<file path="config.mk">
export PLATFORM = sky130hd
export DESIGN_NAME = icache_ctrl
export DESIGN_NICKNAME = d
export VERILOG_FILES = /design/src/rtl/icache_ctrl.sv
export SDC_FILE = /design/constraint.sdc
export NUM_CORES = 1
export LEC_CHECK = 0
export BUFFER_PORTS_ARGS = -buffer_cell sky130_fd_sc_hd__buf_2
export CORE_AREA = 2 2 163 165
export DETAILED_ROUTE_END_ITERATION = 7
export DIE_AREA = 0 0 165 167
export GPL_TIMING_DRIVEN = 0
export SYNTH_ARGS = -nofsm -noshare
export SYNTH_HDL_FRONTEND = slang
export SYNTH_SLANG_ARGS = --single-unit
</file>
<file path="constraint.sdc">
create_clock -name clock -period 1.82 [get_ports clock]
set_clock_uncertainty 0.05 [all_clocks]
set_input_delay 0.364 -clock clock [delete_from_list [all_inputs] [get_ports clock]]
set_output_delay 0.364 -clock clock [all_outputs]
set_load 0.05 [all_outputs]
</file>
<file path="src/rtl/icache_ctrl.sv">
// icache_ctrl: instruction-cache controller for a 32-set x 64-bit direct-mapped
// cache memory (8-byte lines, idx = addr[7:3], tag = addr[15:8]).
// Serves hits combinationally through the cache memory. On a miss it issues one
// LOAD to instruction memory, waits for the matching transaction tag and writes
// the returned line through the cache memory's single write port.
// Optional feature macro: ICACHE_FORWARD_EN. When it is defined, the fill line
// is forwarded to fetch in the fill cycle if fetch is requesting that line.
module icache_ctrl (
  input  logic        clock,
  input  logic        reset,              // asynchronous, active-low

  // Fetch side
  input  logic [63:0] proc2Icache_addr,
  input  logic        proc2Icache_req,
  output logic [63:0] Icache_data_out,
  output logic        Icache_valid_out,

  // Cache memory read port
  output logic [4:0]  rd_idx,
  output logic [7:0]  rd_tag,
  input  logic [63:0] cachemem_data,
  input  logic        cachemem_valid,

  // Cache memory write port
  output logic        wr_en,
  output logic [4:0]  wr_idx,
  output logic [7:0]  wr_tag,
  output logic [63:0] wr_data,

  // Instruction memory
  output logic [1:0]  proc2Imem_command,
  output logic [63:0] proc2Imem_addr,
  input  logic [3:0]  Imem2proc_response,
  input  logic [63:0] Imem2proc_data,
  input  logic [3:0]  Imem2proc_tag
);

  localparam logic [1:0] CMD_NONE = 2'd0;
  localparam logic [1:0] CMD_LOAD = 2'd1;

  typedef enum logic [1:0] {
    S_IDLE = 2'd0,
    S_REQ  = 2'd1,
    S_WAIT = 2'd2
  } state_e;

  state_e      state_q,     state_d;
  logic [12:0] miss_addr_q, miss_addr_d;   // line address bits [15:3]
  logic [3:0]  mem_tag_q,   mem_tag_d;

  logic        fill_match;
  logic [12:0] fetch_line;

  // Address bits outside the 16-bit cacheable window carry no information here.
  logic unused_addr_bits;
  assign unused_addr_bits = ^{proc2Icache_addr[63:16], proc2Icache_addr[2:0]};

  assign fetch_line = proc2Icache_addr[15:3];

  // Read index/tag straight from the fetch address (zero-latency hit path).
  assign rd_idx = proc2Icache_addr[7:3];
  assign rd_tag = proc2Icache_addr[15:8];

  // A return matches only in WAIT. mem_tag is never zero there, but checking it
  // also keeps a stale return from matching right after reset clears mem_tag.
  assign fill_match = (state_q == S_WAIT) &&
                      (mem_tag_q != 4'd0) &&
                      (Imem2proc_tag == mem_tag_q);

  // Write port: index/tag from the latched miss, data straight from memory.
  assign wr_idx  = miss_addr_q[4:0];
  assign wr_tag  = miss_addr_q[12:5];
  assign wr_data = Imem2proc_data;

  // Hit path, with optional same-cycle forwarding of the fill line.
  always_comb begin
    Icache_data_out  = cachemem_data;
    Icache_valid_out = proc2Icache_req && cachemem_valid;
`ifdef ICACHE_FORWARD_EN
    if (fill_match && proc2Icache_req && (fetch_line == miss_addr_q)) begin
      Icache_data_out  = Imem2proc_data;
      Icache_valid_out = 1'b1;
    end
`endif
  end

  // Miss FSM: next state, latched miss/transaction info and memory-side outputs.
  always_comb begin
    // NOTE: every output of a combinational block gets a default first so that
    // no path through the case statement leaves a value held (no latch).
    state_d           = state_q;
    miss_addr_d       = miss_addr_q;
    mem_tag_d         = mem_tag_q;
    proc2Imem_command = CMD_NONE;
    proc2Imem_addr    = 64'd0;
    wr_en             = 1'b0;

    unique case (state_q)
      S_IDLE: begin
        if (proc2Icache_req && !cachemem_valid) begin
          miss_addr_d = fetch_line;
          state_d     = S_REQ;
        end
      end

      S_REQ: begin
        proc2Imem_command = CMD_LOAD;
        proc2Imem_addr    = {48'd0, miss_addr_q, 3'b000};
        // A zero response means the LOAD was not accepted; re-issue next cycle.
        if (Imem2proc_response != 4'd0) begin
          mem_tag_d = Imem2proc_response;
          state_d   = S_WAIT;
        end
      end

      S_WAIT: begin
        // Redirects are ignored here: the fill always completes for miss_addr.
        if (fill_match) begin
          wr_en   = 1'b1;
          state_d = S_IDLE;
        end
      end

      default: state_d = S_IDLE;
    endcase
  end

  // State registers; reset clears the FSM and forgets any outstanding tag.
  always_ff @(posedge clock or negedge reset) begin
    if (!reset) begin
      state_q     <= S_IDLE;
      miss_addr_q <= 13'd0;
      mem_tag_q   <= 4'd0;
    end else begin
      // NOTE: sequential state uses non-blocking assignments so every flop
      // samples the pre-edge value of every other flop.
      state_q     <= state_d;
      miss_addr_q <= miss_addr_d;
      mem_tag_q   <= mem_tag_d;
    end
  end

endmodule

</file>
Yosys cells after proc, flatten, opt, wreduce, memory -nomap -nowiden --
Index checks and enable logic that the tools add are counted.
Storage, ports and cells: register bits 19, input port bits 204, word-level logic and storage cells 28
Operators by class: equality and inequality tests 6, muxes and demuxes 8, reduce and logical (&&, ||, !) cells 11
Operator list (count):
- 16-bit two-way mux | 1
- 4-bit nonzero test | 2
- 2-bit two-way mux | 3
- 2-bit != test (second input constant) | 3
- 2-bit case mux with 3 select lines | 1
- 4-bit == test | 1
- 1-bit logical AND | 4
- 2-bit AND reduction | 2
- 1-bit two-way mux | 3
- 3-bit AND reduction | 1
- 2-bit by 1-bit == test with 1-bit output (second input constant) | 1
- 2-bit == test (second input constant) | 1
- 2-bit logical NOT | 1
- 1-bit logical NOT | 1

Logic depth before layout (Yosys ltp) --
depth in word-level cells 5, depth in mapped cells 4

Worst setup path before layout --
OpenSTA, ideal clock, no wires.
path type register -> output, from register mem_tag_q[3], to output wr_en, data arrival time 2.405 ns, data required time 1.406 ns, path slack -0.999 ns, cell stages (with the launch flop) 4, path buffers 0, cell sequence dfrtp_1 > or2_2 > o21ai_0 > nor4b_1
On the way: cells in the longest elaborated chain, start to end 5
Ends and longest elaborated chain:
- start, declared | RTL line 49 | logic [3:0] mem_tag_q, mem_tag_d;
- start signal, assigned | RTL line 139 | mem_tag_q <= mem_tag_d;
- 4-bit nonzero test | RTL line 67 | (mem_tag_q != 4'd0) &&
- 1-bit logical AND | RTL line 66 | assign fill_match = (state_q == S_WAIT) &&
- 1-bit logical AND (*) | RTL line 67
- 1-bit two-way mux (*) | RTL line 118 | if (fill_match) begin
- 1-bit two-way mux (*) | RTL line 98 | unique case (state_q)
- end, declared | RTL line 25 | output logic wr_en,
Mark *: on every way between the ends. The rest lies on a longest branch, timed or not.

Worst setup path after layout --
from register mem_tag_q[1], to output wr_en
Same word-level chain as after synthesis.

==> impl_metrics.ini <==
[pwr]
power_frac_comb_pct = 61.5
power_frac_clock_pct = 19.7
pwr-share-seq_pct = 18.9
power_leakage_nw = 2.53
vdd_drop_max_v = 0.000246
p_sw_share_pct = 51.3
p_int_mw = 1.16
switching_power_mw = 1.22
pwr_density_cell_nw_per_um2 = 549
power_mw = 2.37

[floorplanning]
dieArea_sq_um = 27600
die_h_um = 167
initial_core_util_pct = 9.22
rows = 59
io_pins = 426
core_area_sq_um = 25800
dieWidth_um = 165

[drt]
wire_per_inst_um = 10.1
dr.first_iter.drc_count = 31
avgViaCountPerCell = 2.65
first_pass_iters = 4
dr_wl_met2_mm = 4.85
dr_wl_met3_um = 918
dr_total_vias = 2295
drt_wl_total_mm = 8.72
drt-met1-wl_mm = 2.93
highest_layer = met4
drc = 0
ant_nets = 0

[logic_synthesis]
yosysSeqAreaShare_pct = 20.0
syn_avg_cell_area_sq_um = 8.86
ys.flop_type = dfrtp_1
synth.top_cell.area_share_pct = 61.3
ys_types = 24
synthTopCellsByArea = buf_4 (61%), dfrtp_1 (20%), mux2_2 (6.2%)
ys_async_sr_fraction_pct = 100
yosysTopAreaCell = buf_4
syn_area_sq_um = 2370
yosysWarnings = 0
synth_cells = 268
ys_seq_elements = 19
synth_edf_count = 0

[outcome]
violations = negative setup slack
status = finished with violations

[setup_path]
cp_top_family = flip-flops
cp_data_arrival_time_ps = 1430
slowest_delay_ps = 410
path_depth = 4
worstPathMaxFanout = 3
cp_cell_sequence = xnor2_2 > nand3_2 > nor4b_4 > buf_6
end_kind = output pin
crit_slowest_cell = dfrtp_1
start_kind = register
crit_type = register to output pin
cp.required_ps = 1410
cp.buffers_inverters = 1
reg2reg_depth = 4

[global_routing]
grt_pass1_vias = 1977
grt_usage_pct = 5.22
gr-total-overflow = 0
grt_max_degree = 20
antenna_found_initial = 0
grt_pass1_wl_mm = 11.2

[hold_path]
hp-class = primary input to asynchronous set/reset pin

[sta]
tns_ps = -28.2
hold_viol_final = 0
fin_crit_sh_pct = 102
rsz0062_at_grt = yes
slew_violations = 0
finalWorstSetupSlack_ps = -28.2
finalCriticalPeriod_ps = 1850
max_freq_ghz = 0.541
relSlewSlack_pct = 64.1
setup_viol = 1
worst_pin_slew_ps = 534

[cells_and_area]
diodes = 0
area_growth_pct = 81.9
nets = 735
n_fill_cell = 2925
drive_above_1_share_pct = 82.8

[placement]
routabilityCongestion = 0.721
dp_hpwl_mm = 7.70
io_buffer_count = 194

[clock_tree]
clockRootBuffer = clkbuf_16
numCtsBuffers = 3
cts_tree = done
cts.htree.levels = 1
clockBufferDepth = 2
cts.sinks = 19
path_clk_slew_ps = 60
clock_latency_ps = 250

[job]
cap_violations = 0
==> layout by cell type (no fill, tap or decap), types with 2 or more instances in the layout <==
cell,n
conb_1,52
xnor2_2,3
dfrtp_1,17
buf_8,5
clkbuf_16,4
nor3_1,2
a22o_1,4
buf_6,8
and2_4,8
nor4b_4,2
buf_4,206
mux2_2,13
inv_1,2
dfrtp_2,2
buf_2,184
and2_1,6
==> power by group through the flow <==
stage / clock network (mW) / registers, mW / logic, mW
6_report: 0.466 / 0.447 / 1.46
5_1_grt: 0.498 / 0.450 / 1.52
4_1_cts: 0.482 / 0.447 / 1.46
3_5_place_dp: 0 / 0.454 / 1.45
3_3_place_gp: 0 / 0.454 / 1.45
2_1_floorplan: 0 / 0.505 / 1.18
==> per-layer routing <==
layer / track usage, % / vias to the layer above
li1: - / 1115
met1: 5.70 / 986
met2: 10.5 / 192
met3: 0.946 / 2
met4: 0.454 / 0
met5: 0 / -
==> cells in the mapped netlist (2+ instances only) <==
master,number
mux2_2,13
dfrtp_1,19
nor3_1,2
buf_4,194
a22o_1,4
buf_2,2
xnor2_1,3
and2_1,14
inv_1,2
==> layout make-up <==
class	instances	area, sq um	share of cell area [%]
plain buffers	197	1490	34.6
repair buffers	207	1160	26.9
multi-input cells	101	678	15.7
flip-flops and latches	19	478	11.1
well taps	335	419	9.70
clock buffers	3	75.1	1.74
inverters	2	7.51	0.174
clock inverters	1	5.00	0.116
==> final timing paths <==
check | end | slack [ps] | startpoint
worst max-delay path | wr_en | -30 | mem_tag_q[1]
worst min-delay path | miss_addr_q[8] | 10 | reset
worst max register to register | miss_addr_q[2] | 150 | state_q[1]
worst min register to register | miss_addr_q[12] | 480 | miss_addr_q[12]
max in group asynchronous | state_q[1] | 1360 | reset
min in group clock | mem_tag_q[0] | 300 | Imem2proc_response[0]
==> flip-flops by register name, indices dropped and copies added, names as in the netlist <==
name,count
miss_addr_q,13
state_q,2
mem_tag_q,4
==> stage by stage <==
step                setup WS, ps  instances  area [sq um]  utilization, %  hold slack, ps
floorplan                   10.4        319          2580               -            18.4
global placement            -234        848          3970            15.4             294
detailed placement          -252        848          3970            15.4             296
CTS                        -15.8        863          4250            16.5            22.3
global route                -133        865          4320            16.8            44.3
finish                     -28.2        865          4320            16.8            9.81
==> what timing repair did <==
item	CTS	global route
pin swaps	7	0
setup endpoints to repair	15	10
setup buffers	11	1
resized for setup	35	11
gates cloned	0	1
hold buffers	0	0
endpoints found under the hold margin	0	0
==> logic make-up after synthesis <==
family	count (synthesis)	share of synthesized area, %
AOI/OAI and AO/OA	8	2.74
DFF	19	20.0
buffers and inverters	199	62.5
and+or+nand+nor	25	7.27
muxes	13	6.16
other	1	0.158
xor gates and xnor gates	3	1.11
No activity file was read; power rests on OpenSTA's default activity.
